### src/rtl/pipelined_adder_sub.sv
// pipelined_adder_sub: segmented-carry N-bit add/sub with valid/ready handshake and C/V/Z flags
module pipelined_adder_sub #(
    parameter int N      = 64,
    parameter int STAGES = 4
) (
    input  logic         clk,
    input  logic         rst,
    input  logic         in_valid,
    output logic         in_ready,
    input  logic [N-1:0] A,
    input  logic [N-1:0] B,
    input  logic         Cin,
    input  logic         sub,
    output logic         out_valid,
    input  logic         out_ready,
    output logic [N-1:0] S,
    output logic         Cout,
    output logic         V,
    output logic         Z
);
    localparam int SEG = N / STAGES;
    assign in_ready = !(out_valid && !out_ready);
    for (genvar k = 0; k < STAGES; k++) begin : g_stage
        localparam int RW = N - k * SEG;
        logic                   vi, ci;
        logic [RW-1:0]          ai, bi;
        logic [(k+1)*SEG-1:0]   rn;
        logic [SEG:0]           sum;
        assign sum = {1'b0, ai[SEG-1:0]} + {1'b0, bi[SEG-1:0]} + {{SEG{1'b0}}, ci};
        if (k == 0) begin : g_src
            assign vi = in_valid;
            assign ai = A;
            assign bi = sub ? ~B : B;
            assign ci = sub ? ~Cin : Cin;
            assign rn = sum[SEG-1:0];
        end else begin : g_src
            assign vi = g_stage[k-1].g_mid.v_q;
            assign ai = g_stage[k-1].g_mid.a_q;
            assign bi = g_stage[k-1].g_mid.b_q;
            assign ci = g_stage[k-1].g_mid.c_q;
            assign rn = {sum[SEG-1:0], g_stage[k-1].g_mid.r_q};
        end
        if (k < STAGES - 1) begin : g_mid
            logic                 v_q, c_q;
            logic [RW-SEG-1:0]    a_q, b_q;
            logic [(k+1)*SEG-1:0] r_q;
            always_ff @(posedge clk)
                if (rst)
                    v_q <= 1'b0;
                else if (in_ready) begin
                    v_q <= vi;
                    c_q <= sum[SEG];
                    a_q <= ai[RW-1:SEG];
                    b_q <= bi[RW-1:SEG];
                    r_q <= rn;
                end
        end else begin : g_last
            always_ff @(posedge clk)
                if (rst) begin
                    out_valid <= 1'b0;
                    S         <= '0;
                    Cout      <= 1'b0;
                    V         <= 1'b0;
                    Z         <= 1'b0;
                end else if (in_ready) begin
                    out_valid <= vi;
                    if (vi) begin
                        S    <= rn;
                        Cout <= sum[SEG];
                        V    <= ai[SEG-1] ^ bi[SEG-1] ^ sum[SEG-1] ^ sum[SEG];
                        Z    <= rn == '0;
                    end
                end
        end
    end
endmodule

### config.mk
export PLATFORM = sky130hd
export DESIGN_NAME = pipelined_adder_sub
export DESIGN_NICKNAME = d
export VERILOG_FILES = /design/src/rtl/pipelined_adder_sub.sv
export SDC_FILE = /design/constraint.sdc
export NUM_CORES = 1
export LEC_CHECK = 0
export ABC_AREA = 1
export CORE_MARGIN = 5
export CORE_UTILIZATION = 55
export DETAILED_ROUTE_END_ITERATION = 10
export GPL_TIMING_DRIVEN = 0
export HOLD_SLACK_MARGIN = 0.15
export PLACE_DENSITY = 0.8
export SYNTH_ARGS = -nofsm -noshare
export SYNTH_HDL_FRONTEND = slang
export SYNTH_SLANG_ARGS = --single-unit
### constraint.sdc
create_clock -name clk -period 20.5 [get_ports clk]
set_input_delay 4.1 -clock clk [delete_from_list [all_inputs] [get_ports clk]]
set_output_delay 4.1 -clock clk [all_outputs]
set_load 0.1 [all_outputs]
## Word-level counts from Yosys, hierarchy flattened

Index checks and enable logic that the tools add are counted.

| operators by class | value |
|---|---|
| multiplexer cells | 2 |
| reductions and logical operators | 6 |
| $add $sub $neg | 8 |
| bitwise gates (word level) | 7 |

Operator list:

| operator | count |
|---|---|
| $add A16 B16 Y17 | 4 |
| $add A17 B1 Y17 | 4 |
| $logic_not A64 Y1 | 1 |
| $mux W64 | 1 |
| $not A64 Y64 | 1 |
| $reduce_and A2 Y1 | 2 |
| $not A1 Y1 | 3 |
| $xor A1 B1 Y1 | 3 |
| $logic_not A1 Y1 | 2 |
| $logic_and A1 B1 Y1 | 1 |
| $mux W1 | 1 |

| word-level totals | value |
|---|---|
| output and inout bits | 69 |
| bits in registers | 362 |
| input bits | 134 |

## Depth between registers and ports, before layout

Gate-level depths: netlist of the first run.

| logic depth | value |
|---|---|
| depth in word-level cells | 4 |
| gate-level depth with buffers | 14 |
| depth with buffers taken out | 14 |

## Worst setup path after synthesis of the first run

OpenSTA, ideal clock, no wires.

| timing path | value |
|---|---|
| kind | input to register |
| from | in out_ready |
| to | reg g_stage[0].g_mid.a_q[0] (enable) |
| setup slack | 2.921 ns |
| setup time | 0.950 ns |
| cell stages on the path | 4 |
| path buffers | 0 |
| arrival time | 16.629 ns |
| cells stage by stage | inv_1 -> nand2_4 -> inv_1 -> nor2_1 |

| on the way | value |
|---|---|
| cells in the longest elaborated chain, start to end | 4 |

Ends and longest elaborated chain:

| element | RTL line | source |
|---|---|---|
| start: declaration | 15 | `input logic out_ready,` |
| $logic_not A1 Y1 | 22 | `assign in_ready = !(out_valid && !out_ready);` |
| $logic_and A1 B1 Y1 | 22 |  |
| $not A1 Y1 (no source line) | -- |  |
| $reduce_and A2 Y1 (no source line) | -- |  |
| end signal: assignment | 53 | `a_q <= ai[RW-1:SEG];` |
| end: declaration | 45 | `logic [RW-SEG-1:0] a_q, b_q;` |

No other way between the ends.
A chain may end at the register's enable or synchronous reset.

## Worst setup path in the final report of the first run

| timing path | value |
|---|---|
| from | in out_ready |
| to | out in_ready |

| on the way | value |
|---|---|
| cells in the longest elaborated chain, start to end | 3 |

Ends and longest elaborated chain:

| element | RTL line | source |
|---|---|---|
| $logic_not A1 Y1 | 22 |  |
| $logic_and A1 B1 Y1 | 22 |  |
| $logic_not A1 Y1 | 22 |  |
| end: declaration | 9 | `output logic in_ready,` |

No other way between the ends.

==> impl_metrics.yaml, run 1 <==
run_status:
  run_status: "complete, no violations"
clocking:
  post_cts_buffers: 0
  cts_resized: 0
  cts_hold_buffers: 0
  insertion_delay_ns: 0.51
  clk_pin_slew_ns: 0.06
  cts_max_level: 2
  cts_tree: "done"
  cts-root-buf: "clkbuf_16"
  cts_buffer_depth: 3
  numCtsBuffers: 39
  clock-sinks: 362
global_route:
  grt_max_degree: 39
  gr-total-overflow: 0
  track_usage_pct: 19.2
  antenna_found_initial: 7
  grt_pass1_wl_um: 47300
  grt_pass1_vias: 9645
routing:
  final_antenna_net_count: 0
  drtPass1Iterations: 5
  routedWlPerCell_um: 16.3
  drt_iter0_markers: 621
  viasPerCell: 5.16
  drc: 0
  drt_wl_total_um: 29200
  num_vias: 9257
timing:
  fin_worst_skew_ns: 0.0102
  fin_ws_ns: 10.56
  finalHoldViolCount: 0
  slew_headroom_pct: 28.8
  setup_viol: 0
  tightest_slew_ns: 1.06
  fin_crit_sh_pct: 48.5
  drv_slew: 0
  rsz0062_at_grt: "no"
  min_period_ns: 9.94
  fmax_mhz: 101
final_layout:
  layout_common_cells: "edfxtp_1 (291), clkdlybuf4s50_1 (200), nor2_1 (164), nand2_1 (126), xor2_1 (95)"
  diodes: 0
  drive_gt1_share_pct: 7.23
  final_common_cell: "edfxtp_1"
  multi_input_area_sq_mm: 0.00436
  area_growth_pct: 25.8
  fin_area_sq_mm: 0.0188
  nNetsFinal: 1626
  ff_latch_area_sq_mm: 0.0102
  nFillCells: 1878
floorplan:
  start_util_pct: 55.7
  die_area_sq_mm: 0.0305
  die_w_um: 175
  rows: 60
  die_h_um: 175
  core-area_sq_mm: 0.0268
  ios: 203
placement:
  dpl.hpwl_um: 21700
  portBuffers: 200
  gp_congestion: 0.835
  dpl-instance-area_sq_mm: 0.0176
  place_ws_ns: 10.56
pwr:
  p_leak_nw: 7.30
  power_mw: 1.83
  ir_drop_mv: 0.0640
  power_density_mw_per_mm2: 97.5
setup_path:
  crit_fanout: 6
  critical_path.endpoint_type: "output pin"
  cp.arrival_ns: 5.84
  required_ns: 16.40
  startpoint_type: "primary input"
  path_class: "primary input to output pin"
synth:
  yosysTopAreaCell: "edfxtp_1"
  ys_types: 36
  synthTopCellsByArea: "edfxtp_1 (59%), dfxtp_1 (9.5%), xor2_1 (5.6%)"
  synth_nets: 1376
  synth_ff_type: "edfxtp_1"
  synth_seq_cells: 362
  syn_area_sq_mm: 0.0149
  yosysSeqAreaShare_pct: 68.1
  syn_inst: 1174
  syn_avg_cell_area_sq_um: 12.7
  synth_top_area_share_pct: 58.6
  ys_warn_count: 0
  async_reset_ff_share_pct: 0
  synth_edf_count: 291
job:
  cap_violations: 0
min_path:
  hold_class: "register to register"
==> flip-flops by register name, summed over array words and instances (netlist names), 3 cells and up <==
register / count
g_stage.g_mid.c_q: 3
g_stage.g_mid.b_q: 96
g_stage.g_mid.a_q: 96
g_stage.g_mid.r_q: 96
g_stage.g_mid.v_q: 3
S: 64
==> layout make-up <==
| class | count | area share [%] |
|---|---|---|
| clock buffer | 58 | 6.07 |
| timing repair buffer | 209 | 11.7 |
| sequential | 362 | 54.1 |
| clock inverter | 12 | 0.440 |
| tap | 341 | 2.27 |
| multi-input combinational | 704 | 23.2 |
| buffer | 27 | 0.593 |
| inverter | 81 | 1.62 |
==> layer usage <==
metal | share of wire, % | wire length, um | up-vias | track usage (%)
met5 | 0.26 | 76 | - | 0
met4 | 2.5 | 724 | 14 | 6.12
met3 | 9.1 | 2650 | 73 | 6.64
met2 | 50 | 14600 | 277 | 33.7
met1 | 38 | 11100 | 4304 | 22.3
li1 | - | - | 4589 | -
==> synthesized netlist by cell type (7+ instances only) <==
cell / count
o21ai_0: 72
dfxtp_1: 71
ha_1: 60
xor2_1: 95
edfxtp_1: 291
fa_1: 8
nand3_1: 21
nand3b_1: 7
buf_2: 8
o211ai_1: 9
inv_1: 78
nor2_1: 165
xnor2_1: 16
clkbuf_1: 19
nand2_1: 126
nand2_2: 7
a21oi_1: 63
==> metrics by stage <==
step | instances | hold slack, ns | utilization (%) | TNS [ns]
2_1_floorplan | 1174 | 0.400 | - | 0
3_3_place_gp | 1715 | 0.400 | 64.7 | -364.84
3_5_place_dp | 1724 | 0.405 | 65.5 | 0
4_1_cts | 1794 | 0.402 | 70.1 | 0
5_1_grt | 1794 | 0.405 | 70.1 | 0
6_report | 1794 | 0.409 | 70.1 | 0
==> worst max-delay path: stages <==
cell	delay, ns
clkdlybuf4s50_1	0.45
inv_1	0.06
nand2_4	0.08
clkdlybuf4s50_1	1.14
==> path summary, 6_finish.rpt <==
kind / startpoint / endpoint / slack (ns) / cells past startpoint
setup reg to reg: g_stage[2].g_mid.c_q / Z / 17.76 / 13
setup / recovery: out_ready / in_ready / 10.56 / 4
hold / removal: g_stage[0].g_mid.b_q[35] / g_stage[1].g_mid.b_q[19] / 0.41 / 0
hold reg to reg: g_stage[0].g_mid.b_q[35] / g_stage[1].g_mid.b_q[19] / 0.41 / 0
==> where the power goes <==
| part | internal, mW | switching [mW] | total [mW] |
|---|---|---|---|
| clock network | 0.396 | 0.264 | 0.660 |
| registers | 0.877 | 0.0216 | 0.898 |
| logic | 0.101 | 0.173 | 0.273 |
==> cells by family (layout without fill, tap and decap cells) <==
logic type / after synthesis / after routing / share of synthesized area (%)
buffers and inverters: 108 / 387 / 2.78
and+or+nand+nor: 345 / 345 / 9.62
DFF: 362 / 362 / 68.1
adders and majority gates: 68 / 68 / 6.10
xor gates and xnor gates: 111 / 111 / 6.51
AOI/OAI and AO/OA: 180 / 180 / 6.91
Power figures use the tool's default switching activity.
==> inputs of run 2 (changes only) <==
==> constraint.sdc (replaced) <==
create_clock -name clk -period 9.8 [get_ports clk]
set_input_delay 1.96 -clock clk [delete_from_list [all_inputs] [get_ports clk]]
set_output_delay 1.96 -clock clk [all_outputs]
set_load 0.1 [all_outputs]
==> impl_metrics.yaml, run 2 (synthesized netlist as in run 1, its figures left out) <==
global_route:
  antenna_found_initial: 10
  grt_pass1_wl_um: 47000
  grt_max_degree: 37
  track_usage_pct: 19.2
  gr-total-overflow: 0
  grt_pass1_vias: 9560
clocking:
  cts-root-buf: "clkbuf_16"
  clock-sinks: 362
  cts_buffer_depth: 3
  cts_max_level: 2
  cts_tree: "done"
  cts_hold_buffers: 0
  cts_resized: 0
  insertion_delay_ns: 0.51
  post_cts_buffers: 0
  numCtsBuffers: 37
  clk_pin_slew_ns: 0.06
min_path:
  hp-start: "g_stage[0].g_mid.r_q[3]"
  hold_class: "register to register"
  hold-path-cell-count: 0
  min_to: "g_stage[1].g_mid.r_q[3]"
final_layout:
  stdcell_count: 1795
  nNetsFinal: 1625
  layout_common_cells: "edfxtp_1 (291), clkdlybuf4s50_1 (200), nor2_1 (164), nand2_1 (126), xor2_1 (95)"
  area_growth_pct: 26.1
  largestRegisters: "g_stage.g_mid.a_q (96), g_stage.g_mid.b_q (96), g_stage.g_mid.r_q (96)"
  final_common_cell: "edfxtp_1"
  nFillCells: 1855
  drive_gt1_share_pct: 7.23
floorplan:
  ios: 203
  core-area_sq_mm: 0.0268
  start_util_pct: 55.7
  die_h_um: 175
  die_area_sq_mm: 0.0305
  rows: 60
  die_w_um: 175
timing:
  rsz0062_at_grt: "no"
  finalHoldViolCount: 0
  tightest_slew_ns: 1.06
  setup_viol: 0
  drv_slew: 0
  slew_headroom_pct: 28.8
  fin_worst_skew_ns: 0.0138
  fin_crit_sh_pct: 57.7
  tns_ns: 0
  fmax_mhz: 177
  min_period_ns: 5.65
pwr:
  p_seq_share_pct: 49.0
  swShare_pct: 25.0
  ir_drop_mv: 0.121
  internal_power_mw: 2.88
  p_clk_share_pct: 36.0
  p_leak_nw: 7.31
  p_switching_mw: 0.959
  pwr-share-comb_pct: 15.0
  power_density_mw_per_mm2: 204
placement:
  gp_congestion: 0.829
  dpl.hpwl_um: 21700
  portBuffers: 200
  dp.cells: 1725
setup_path:
  r2r-end: "Z"
  path_class: "primary input to output pin"
  rrSetupSlack_ns: 7.15
  critical_path.endpoint_type: "output pin"
  startpoint_type: "primary input"
  reg2reg_from: "g_stage[2].g_mid.c_q"
  required_ns: 7.84
  worstRegToRegCells: 13
  cp.arrival_ns: 3.69
  crit_fanout: 6
routing:
  routedWlPerCell_um: 16.2
  drtPass1Iterations: 5
  drc: 0
  drt_iter0_markers: 653
  drt_wl_total_um: 29100
  viasPerCell: 5.19
  final_antenna_net_count: 0
  num_vias: 9311
job:
  cap_violations: 0
run_status:
  run_status: "complete, no violations"
run 2: final cells by class:
| class | instances | area, sq um | area share (%) |
|---|---|---|---|
| multi-input cells | 704 | 4360 | 23.2 |
| clock buffers | 60 | 1150 | 6.10 |
| repair buffers | 210 | 2230 | 11.9 |
| inverters | 81 | 304 | 1.62 |
| well taps | 341 | 427 | 2.27 |
| plain buffers | 27 | 111 | 0.592 |
| flip-flops and latches | 362 | 10200 | 54.0 |
| clock inverters | 8 | 71.3 | 0.379 |
| diodes | 2 | 5.00 | 0.0266 |
run 2: how the worst max path moves through the flow:
stage,startpoint,endpoint,slack [ns],cells past startpoint
floorplan,out_ready,g_stage[0].g_mid.a_q[0],2.58,4
global placement,out_ready,g_stage[0].g_mid.a_q[8],1.01,5
detailed placement,out_ready,in_ready,4.14,4
CTS,out_ready,in_ready,4.15,4
global route,out_ready,in_ready,4.12,4
finish,out_ready,in_ready,4.15,4
run 2: worst max-delay path: stages:
cell,delay (ns)
clkdlybuf4s50_1,0.45
inv_1,0.06
nand2_4,0.08
clkdlybuf4s50_1,1.14
run 2: through the flow:
step	worst slack [ns]	util (%)	hold slack, ns	area [sq um]	power [mW]
floorplan	2.58	-	0.400	14900	2.30
CTS	4.15	70.2	0.412	18800	3.87
detailed placement	4.14	65.6	0.405	17600	2.48
global route	4.12	70.2	0.414	18800	4.00
finish	4.15	70.2	0.409	18800	3.84
global placement	1.01	64.8	0.400	17400	2.46
run 2: layer usage:
layer | wire [um] | track usage, % | vias up
li1 | - | - | 4596
met1 | 11300 | 22.8 | 4334
met2 | 14600 | 33.5 | 301
met3 | 2500 | 5.97 | 64
met4 | 685 | 6.12 | 16
met5 | 100 | 0 | -
run 2: power by group through the flow:
stage | Sequential [mW] | Combinational (mW) | Clock (mW)
after floorplan | 2.01 | 0.286 | 0
after detailed placement | 1.91 | 0.573 | 0
after global placement | 1.92 | 0.541 | 0
final | 1.88 | 0.576 | 1.38
after global routing | 1.89 | 0.631 | 1.48
after CTS | 1.88 | 0.577 | 1.41
